`src/rtl/axi_lite_pkg.sv`:
```
// Shared types and response codes for the AXI-lite memory master.
`timescale 1ns/1ps
package axi_lite_pkg;

  typedef enum logic [1:0] {
    W_IDLE = 2'd0,
    W_REQ  = 2'd1,
    W_RESP = 2'd2
  } wstate_e;

  typedef enum logic [1:0] {
    R_IDLE = 2'd0,
    R_ADDR = 2'd1,
    R_DATA = 2'd2
  } rstate_e;

  localparam logic [1:0] RESP_OKAY   = 2'b00;
  localparam logic [1:0] RESP_SLVERR = 2'b10;
  localparam logic [1:0] RESP_DECERR = 2'b11;

  function automatic logic resp_is_error(input logic [1:0] resp);
    return resp != RESP_OKAY;
  endfunction

endpackage

```
`src/rtl/axi_lite_if.sv`:
```
// AXI-lite link between a memory master and the RAM/DDR slave model.
`timescale 1ns/1ps
interface AXI_ift #(
  parameter int ADDR_WIDTH = 64,
  parameter int DATA_WIDTH = 64
);
  logic [ADDR_WIDTH-1:0]   aw_addr;
  logic                    aw_valid;
  logic                    aw_ready;
  logic [DATA_WIDTH-1:0]   w_data;
  logic [DATA_WIDTH/8-1:0] w_strb;
  logic                    w_valid;
  logic                    w_ready;
  logic [1:0]              b_resp;
  logic                    b_valid;
  logic                    b_ready;
  logic [ADDR_WIDTH-1:0]   ar_addr;
  logic                    ar_valid;
  logic                    ar_ready;
  logic [DATA_WIDTH-1:0]   r_data;
  logic [1:0]              r_resp;
  logic                    r_valid;
  logic                    r_ready;

  modport Master (
    output aw_addr, aw_valid, w_data, w_strb, w_valid, b_ready, ar_addr, ar_valid, r_ready,
    input  aw_ready, w_ready, b_resp, b_valid, ar_ready, r_data, r_resp, r_valid
  );

  modport Slave (
    input  aw_addr, aw_valid, w_data, w_strb, w_valid, b_ready, ar_addr, ar_valid, r_ready,
    output aw_ready, w_ready, b_resp, b_valid, ar_ready, r_data, r_resp, r_valid
  );
endinterface

```
`src/rtl/axi_lite_mem_master.sv`:
```
// CPU memory request port to AXI-lite master bridge; one transaction in flight,
// separate write and read FSMs sharing a single request latch.
`timescale 1ns/1ps
module axi_lite_mem_master
  import axi_lite_pkg::*;
#(
  parameter int C_M_AXI_ADDR_WIDTH = 64,
  parameter int C_M_AXI_DATA_WIDTH = 64
) (
  input  logic                            clk,
  input  logic                            rstn,
  AXI_ift.Master                          master_ift,
  input  logic                            mem_valid,
  input  logic                            mem_wen,
  input  logic                            mem_ren,
  input  logic [C_M_AXI_ADDR_WIDTH-1:0]   mem_addr,
  input  logic [C_M_AXI_DATA_WIDTH-1:0]   mem_wdata,
  input  logic [C_M_AXI_DATA_WIDTH/8-1:0] mem_wmask,
  output logic                            mem_ready,
  output logic [C_M_AXI_DATA_WIDTH-1:0]   mem_rdata,
  output logic                            mem_error,
  output logic [1:0]                      debug_axi_wstate,
  output logic [1:0]                      debug_axi_rstate
);

  localparam int STRB_W = C_M_AXI_DATA_WIDTH / 8;

  wstate_e                         r_wstate;
  rstate_e                         r_rstate;
  logic                            r_aw_valid;
  logic                            r_w_valid;
  logic                            r_b_ready;
  logic                            r_aw_done;
  logic                            r_w_done;
  logic                            r_ar_valid;
  logic                            r_r_ready;
  logic [C_M_AXI_ADDR_WIDTH-1:0]   r_addr;
  logic [C_M_AXI_DATA_WIDTH-1:0]   r_wdata;
  logic [STRB_W-1:0]               r_wstrb;
  logic [C_M_AXI_DATA_WIDTH-1:0]   r_rdata;
  logic                            r_mem_ready;
  logic                            r_mem_error;

  logic w_accept;
  logic w_start_wr;
  logic w_start_rd;
  logic w_aw_hs;
  logic w_w_hs;
  logic w_aw_done_nxt;
  logic w_w_done_nxt;
  logic w_wr_done;
  logic w_rd_done;

  // The completion-pulse cycle is also blocked so a held mem_valid cannot re-issue early.
  assign w_accept      = mem_valid && (r_wstate == W_IDLE) && (r_rstate == R_IDLE) && !r_mem_ready;
  assign w_start_wr    = w_accept && mem_wen;
  assign w_start_rd    = w_accept && !mem_wen && mem_ren;
  assign w_aw_hs       = r_aw_valid && master_ift.aw_ready;
  assign w_w_hs        = r_w_valid && master_ift.w_ready;
  assign w_aw_done_nxt = r_aw_done || w_aw_hs;
  assign w_w_done_nxt  = r_w_done || w_w_hs;
  assign w_wr_done     = (r_wstate == W_RESP) && master_ift.b_valid;
  assign w_rd_done     = (r_rstate == R_DATA) && master_ift.r_valid;

  always_ff @(posedge clk or negedge rstn) begin
    if (!rstn) begin
      r_addr  <= '0;
      r_wdata <= '0;
      r_wstrb <= '0;
    end else if (w_start_wr || w_start_rd) begin
      r_addr  <= mem_addr;
      r_wdata <= mem_wdata;
      r_wstrb <= mem_wmask;
    end
  end

  always_ff @(posedge clk or negedge rstn) begin
    if (!rstn) begin
      r_wstate   <= W_IDLE;
      r_aw_valid <= 1'b0;
      r_w_valid  <= 1'b0;
      r_b_ready  <= 1'b0;
      r_aw_done  <= 1'b0;
      r_w_done   <= 1'b0;
    end else begin
      case (r_wstate)
        W_IDLE: begin
          if (w_start_wr) begin
            r_wstate   <= W_REQ;
            r_aw_valid <= 1'b1;
            r_w_valid  <= 1'b1;
            r_aw_done  <= 1'b0;
            r_w_done   <= 1'b0;
          end
        end
        W_REQ: begin
          // AW and W complete independently; B is awaited only once both are done.
          if (w_aw_hs) begin
            r_aw_valid <= 1'b0;
            r_aw_done  <= 1'b1;
          end
          if (w_w_hs) begin
            r_w_valid <= 1'b0;
            r_w_done  <= 1'b1;
          end
          if (w_aw_done_nxt && w_w_done_nxt) begin
            r_wstate  <= W_RESP;
            r_b_ready <= 1'b1;
          end
        end
        W_RESP: begin
          if (master_ift.b_valid) begin
            r_wstate  <= W_IDLE;
            r_b_ready <= 1'b0;
          end
        end
        default: r_wstate <= W_IDLE;
      endcase
    end
  end

  always_ff @(posedge clk or negedge rstn) begin
    if (!rstn) begin
      r_rstate   <= R_IDLE;
      r_ar_valid <= 1'b0;
      r_r_ready  <= 1'b0;
    end else begin
      case (r_rstate)
        R_IDLE: begin
          if (w_start_rd) begin
            r_rstate   <= R_ADDR;
            r_ar_valid <= 1'b1;
          end
        end
        R_ADDR: begin
          if (master_ift.ar_ready) begin
            r_rstate   <= R_DATA;
            r_ar_valid <= 1'b0;
            r_r_ready  <= 1'b1;
          end
        end
        R_DATA: begin
          if (master_ift.r_valid) begin
            r_rstate  <= R_IDLE;
            r_r_ready <= 1'b0;
          end
        end
        default: r_rstate <= R_IDLE;
      endcase
    end
  end

  always_ff @(posedge clk or negedge rstn) begin
    if (!rstn) begin
      r_mem_ready <= 1'b0;
      r_mem_error <= 1'b0;
      r_rdata     <= '0;
    end else begin
      r_mem_ready <= w_wr_done || w_rd_done;
      r_mem_error <= (w_wr_done && resp_is_error(master_ift.b_resp)) ||
                     (w_rd_done && resp_is_error(master_ift.r_resp));
      if (w_rd_done) begin
        r_rdata <= master_ift.r_data;
      end
    end
  end

  assign master_ift.aw_addr  = r_addr;
  assign master_ift.aw_valid = r_aw_valid;
  assign master_ift.w_data   = r_wdata;
  assign master_ift.w_strb   = r_wstrb;
  assign master_ift.w_valid  = r_w_valid;
  assign master_ift.b_ready  = r_b_ready;
  assign master_ift.ar_addr  = r_addr;
  assign master_ift.ar_valid = r_ar_valid;
  assign master_ift.r_ready  = r_r_ready;

  assign mem_ready        = r_mem_ready;
  assign mem_rdata        = r_rdata;
  assign mem_error        = r_mem_error;
  assign debug_axi_wstate = r_wstate;
  assign debug_axi_rstate = r_rstate;

endmodule

```
`src/flat_wrapper.sv`:
```
// flat-port wrapper written by rule: the top's interface ports become plain ports
module axi_lite_mem_master_flat import axi_lite_pkg::*;
#(
  parameter int C_M_AXI_ADDR_WIDTH = 64,
  parameter int C_M_AXI_DATA_WIDTH = 64
)
  (clk, rstn, mem_valid, mem_wen, mem_ren, mem_addr, mem_wdata, mem_wmask, mem_ready, mem_rdata, mem_error, debug_axi_wstate, debug_axi_rstate, master_ift_aw_addr, master_ift_aw_valid, master_ift_w_data, master_ift_w_strb, master_ift_w_valid, master_ift_b_ready, master_ift_ar_addr, master_ift_ar_valid, master_ift_r_ready, master_ift_aw_ready, master_ift_w_ready, master_ift_b_resp, master_ift_b_valid, master_ift_ar_ready, master_ift_r_data, master_ift_r_resp, master_ift_r_valid);
  AXI_ift #(.ADDR_WIDTH(64), .DATA_WIDTH(64)) master_ift_i ();
  input  logic clk;
  input  logic rstn;
  input  logic mem_valid;
  input  logic mem_wen;
  input  logic mem_ren;
  input  logic [C_M_AXI_ADDR_WIDTH-1:0] mem_addr;
  input  logic [C_M_AXI_DATA_WIDTH-1:0] mem_wdata;
  input  logic [C_M_AXI_DATA_WIDTH/8-1:0] mem_wmask;
  output logic mem_ready;
  output logic [C_M_AXI_DATA_WIDTH-1:0] mem_rdata;
  output logic mem_error;
  output logic [1:0] debug_axi_wstate;
  output logic [1:0] debug_axi_rstate;
  output wire logic [$bits(master_ift_i.aw_addr)-1:0] master_ift_aw_addr;
  output wire logic [$bits(master_ift_i.aw_valid)-1:0] master_ift_aw_valid;
  output wire logic [$bits(master_ift_i.w_data)-1:0] master_ift_w_data;
  output wire logic [$bits(master_ift_i.w_strb)-1:0] master_ift_w_strb;
  output wire logic [$bits(master_ift_i.w_valid)-1:0] master_ift_w_valid;
  output wire logic [$bits(master_ift_i.b_ready)-1:0] master_ift_b_ready;
  output wire logic [$bits(master_ift_i.ar_addr)-1:0] master_ift_ar_addr;
  output wire logic [$bits(master_ift_i.ar_valid)-1:0] master_ift_ar_valid;
  output wire logic [$bits(master_ift_i.r_ready)-1:0] master_ift_r_ready;
  input wire logic [$bits(master_ift_i.aw_ready)-1:0] master_ift_aw_ready;
  input wire logic [$bits(master_ift_i.w_ready)-1:0] master_ift_w_ready;
  input wire logic [$bits(master_ift_i.b_resp)-1:0] master_ift_b_resp;
  input wire logic [$bits(master_ift_i.b_valid)-1:0] master_ift_b_valid;
  input wire logic [$bits(master_ift_i.ar_ready)-1:0] master_ift_ar_ready;
  input wire logic [$bits(master_ift_i.r_data)-1:0] master_ift_r_data;
  input wire logic [$bits(master_ift_i.r_resp)-1:0] master_ift_r_resp;
  input wire logic [$bits(master_ift_i.r_valid)-1:0] master_ift_r_valid;
  assign master_ift_aw_addr = master_ift_i.aw_addr;
  assign master_ift_aw_valid = master_ift_i.aw_valid;
  assign master_ift_w_data = master_ift_i.w_data;
  assign master_ift_w_strb = master_ift_i.w_strb;
  assign master_ift_w_valid = master_ift_i.w_valid;
  assign master_ift_b_ready = master_ift_i.b_ready;
  assign master_ift_ar_addr = master_ift_i.ar_addr;
  assign master_ift_ar_valid = master_ift_i.ar_valid;
  assign master_ift_r_ready = master_ift_i.r_ready;
  assign master_ift_i.aw_ready = master_ift_aw_ready;
  assign master_ift_i.w_ready = master_ift_w_ready;
  assign master_ift_i.b_resp = master_ift_b_resp;
  assign master_ift_i.b_valid = master_ift_b_valid;
  assign master_ift_i.ar_ready = master_ift_ar_ready;
  assign master_ift_i.r_data = master_ift_r_data;
  assign master_ift_i.r_resp = master_ift_r_resp;
  assign master_ift_i.r_valid = master_ift_r_valid;
  axi_lite_mem_master #(.C_M_AXI_ADDR_WIDTH(C_M_AXI_ADDR_WIDTH), .C_M_AXI_DATA_WIDTH(C_M_AXI_DATA_WIDTH)) u_core (.clk(clk), .rstn(rstn), .master_ift(master_ift_i), .mem_valid(mem_valid), .mem_wen(mem_wen), .mem_ren(mem_ren), .mem_addr(mem_addr), .mem_wdata(mem_wdata), .mem_wmask(mem_wmask), .mem_ready(mem_ready), .mem_rdata(mem_rdata), .mem_error(mem_error), .debug_axi_wstate(debug_axi_wstate), .debug_axi_rstate(debug_axi_rstate));
endmodule
```
`config.mk`:
```
export PLATFORM = sky130hd
export DESIGN_NAME = axi_lite_mem_master_flat
export DESIGN_NICKNAME = d
export VERILOG_FILES = /design/src/rtl/axi_lite_pkg.sv /design/src/rtl/axi_lite_if.sv /design/src/rtl/axi_lite_mem_master.sv /design/src/flat_wrapper.sv
export SDC_FILE = /design/constraint.sdc
export NUM_CORES = 1
export LEC_CHECK = 0
export BUFFER_PORTS_ARGS = -buffer_cell sky130_fd_sc_hd__buf_2
export CORE_AREA = 2 2 190 192
export DETAILED_ROUTE_END_ITERATION = 12
export DIE_AREA = 0 0 192 194
export GPL_TIMING_DRIVEN = 0
export MAX_ROUTING_LAYER = met4
export PLACE_DENSITY_LB_ADDON = 0.05
export SKIP_CTS_REPAIR_TIMING = 1
export SLEW_MARGIN = 25
export SYNTH_ARGS = -nofsm -noshare
export SYNTH_HDL_FRONTEND = slang
export SYNTH_SLANG_ARGS = --single-unit
export TNS_END_PERCENT = 20
```
`constraint.sdc`:
```
create_clock -name clk -period 2.26 [get_ports clk]
set_input_delay 0.226 -clock clk [delete_from_list [all_inputs] [get_ports clk]]
set_output_delay 0.226 -clock clk [all_outputs]
set_load 0.1 [all_outputs]
```
==> impl_metrics.ini <==
[placed_design]
gp_congestion = 0.724
place_inst = 1491
hpwl_um = 21500
io_buffers = 488

[global_routing]
antenna_found_initial = 0
grt_usage = 0.145
grt_pass1_wl_um = 39100
grt_overflow_total = 0
grt_max_degree = 83
grt_pass1_vias = 6122

[drt]
postRouteWirelength_um = 28400
drc = 0
final_antenna_net_count = 0
post_drt_via_cell_ratio = 3.97
drt_iter0_markers = 149
vias = 6921
avgRoutedWirePerCell_um = 16.3
firstDrtPassIters = 4

[sta]
hold_viol_final = 0
maxSlewHeadroom = 0.611
setup_viol = 0
slew_viol_final = 0
timing.fmax_mhz = 457
tightest_slew_ns = 0.583
post-route-period-util = 0.968
period_needed_ns = 2.19
finClkSkew_ns = 0.00790

[cts]
ctsLongestPathBuffers = 3
clk_latency_ns = 0.52
cts_max_level = 1
numCtsBuffers = 26
clk_pin_slew_ns = 0.06
cts_tree = built
root_buffer = clkbuf_16
clock-sinks = 213

[finish]
fin_cells = 1745
nets = 1481
diodes = 0
drive_gt1_frac = 0.601
areaGrowthSynthToFinish_pct = 71.0

[floorplanning]
rows = 69
ios = 489
die-width_um = 192
fp.dieH_um = 194
start_util = 0.240
core_um2 = 35200
die-area_um2 = 37200

[logic_synthesis]
syn-num-nets = 753
synthAdderAreaFrac = 0
syn_area_um2 = 8470
synth-simple-area-share = 0.0157
synth_compound_area_frac = 0.0105
muxShareOfSynthArea = 0.266
synth_area_leaders = dfrtp_1 (63%), mux2_2 (21%), buf_4 (6.6%)
yosysUniqueCellTypes = 28
ys_seq_elements = 213
synthCells = 539
synth_top_family_by_area = multiplexers
yosysSeqAreaShare = 0.629
synth_top_area_share = 0.629
ys_warn_count = 0
synth_xor_xnor_area_share = 0
syn_area_per_cell_um2 = 15.7
synth_top_area_cell = dfrtp_1

[worst_setup_path]
endpoint_kind = register
slowest_stage = or4_4
path_delay_family = simple AND/OR/NAND/NOR gates
required_ns = 2.66
critPathLaunchType = register
cp.arrival_ns = 2.59
path_buf_inv = 3
cpPeakStageDelay_ns = 0.57
critPathMaxFanout = 10
path_cells = or4_4 -> nor3_2 -> buf_6 -> buf_12 -> buf_8 -> mux2_1
criticalPathCategory = register to register

[run]
maxCapViolCount = 0

[min_path]
hold_class = input pin to register

[status]
status = finished clean
==> final cells by class <==
class	count	area, µm²
sequential	213	5340
tap	461	577
clock inverter	2	12.5
timing repair buffer	700	4630
inverter	2	7.51
multi-input combinational	238	2470
clock buffer	43	776
fill	3462	20700
buffer	86	673
==> routing by layer <==
| metal | vias up | part of all wire | GRT usage |
|---|---|---|---|
| met5 | - | 0 | - |
| met4 | 0 | 0.017 | 0.0433 |
| met3 | 34 | 0.083 | 0.0498 |
| met2 | 278 | 0.52 | 0.247 |
| met1 | 3342 | 0.38 | 0.158 |
| li1 | 3267 | - | - |
==> worst min-delay path, stage by stage <==
cell and delay (ns):
buf_2 0.11, nand2_1 0.08, o32ai_1 0.07
==> kinds of logic (layout without fill, tap and decap cells) <==
logic type | count (synthesis) | in the layout
AO/OA/AOI/OAI | 13 | 13
buffers and inverters | 88 | 833
flip-flops | 213 | 213
multiplexers | 200 | 200
AND/OR/NAND/NOR | 25 | 25
==> layout by cell type, fill, tap and decap left out, drive strengths merged, types with 2 or more instances in the layout <==
cell type | synthesis | layout
dfrtp | 213 | 213
mux2 | 200 | 200
nand3b | 3 | 3
nor2 | 6 | 6
a21oi | 2 | 2
nand2 | 8 | 8
nor3 | 2 | 2
o21ai | 3 | 3
buf | 84 | 574
inv | 2 | 2
nand2b | 2 | 2
a22o | 2 | 2
clkbuf | 2 | 46
dlygate4sd3 | 0 | 209
==> state kept, by name, indices dropped and copies added, names as in the netlist, 2 cells and up <==
register and count:
u_core.master_ift.ar_addr 64, u_core.mem_rdata 64, u_core.debug_axi_rstate 2, u_core.master_ift.w_strb 8, u_core.master_ift.w_data 64, u_core.debug_axi_wstate 2
==> synthesized netlist by cell type <==
library cell	count
or4_4	1
buf_1	4
o32ai_1	1
nand3b_1	3
mux2_2	160
nor3_1	1
a21o_1	1
o22ai_1	1
buf_2	1
nor2_1	6
or3_1	1
o2bb2ai_1	1
a22o_1	2
nor3_2	1
buf_4	74
mux2_1	40
nor2b_1	1
buf_8	5
a21oi_1	2
inv_1	2
dfrtp_1	213
nand2b_1	2
nand2_1	8
or2_2	1
clkbuf_1	2
o22a_1	1
a31oi_1	1
o21ai_0	3
==> per-stage QoR <==
step	worst slack [ns]	hold WS (ns)	setup TNS, ns	cell area (µm²)	util
after global routing	-0.00618	0.0121	-0.00618	14500	0.411
after floorplan	0.0664	-0.0696	0	8480	-
after detailed placement	-0.0648	0.0542	-0.751	11600	0.329
final	0.0717	0.0102	0	14500	0.411
after CTS	-0.0979	-0.517	-1.66	12400	0.351
after global placement	-4.13	0.436	-701.47	11500	0.326
==> path summary, 6_finish.rpt <==
| kind | slack (ns) | endpoint | cells after the start | from |
|---|---|---|---|---|
| worst max-delay path | 0.07 | u_core.master_ift.w_data[3]$_DFFE_PN0P_ | 6 | u_core.debug_axi_wstate[0]$_DFFE_PN0P_ |
| worst min-delay path | 0.01 | u_core.debug_axi_rstate[0]$_DFFE_PN0P_ | 3 | mem_ren |
| worst max register to register | 0.07 | u_core.master_ift.w_data[3]$_DFFE_PN0P_ | 6 | u_core.debug_axi_wstate[0]$_DFFE_PN0P_ |
| worst min register to register | 0.48 | u_core.master_ift.w_data[11]$_DFFE_PN0P_ | 1 | u_core.master_ift.w_data[11]$_DFFE_PN0P_ |
| max in group asynchronous | 1.24 | u_core.mem_rdata[35]$_DFFE_PN0P_ | 4 | rstn |
| min in group asynchronous | 0.12 | u_core.master_ift.ar_addr[28]$_DFFE_PN0P_ | 2 | rstn |
Power is left out: the tool's default activity adds up to more than one toggle a clock period on the data nets, which glitch-free logic cannot reach.
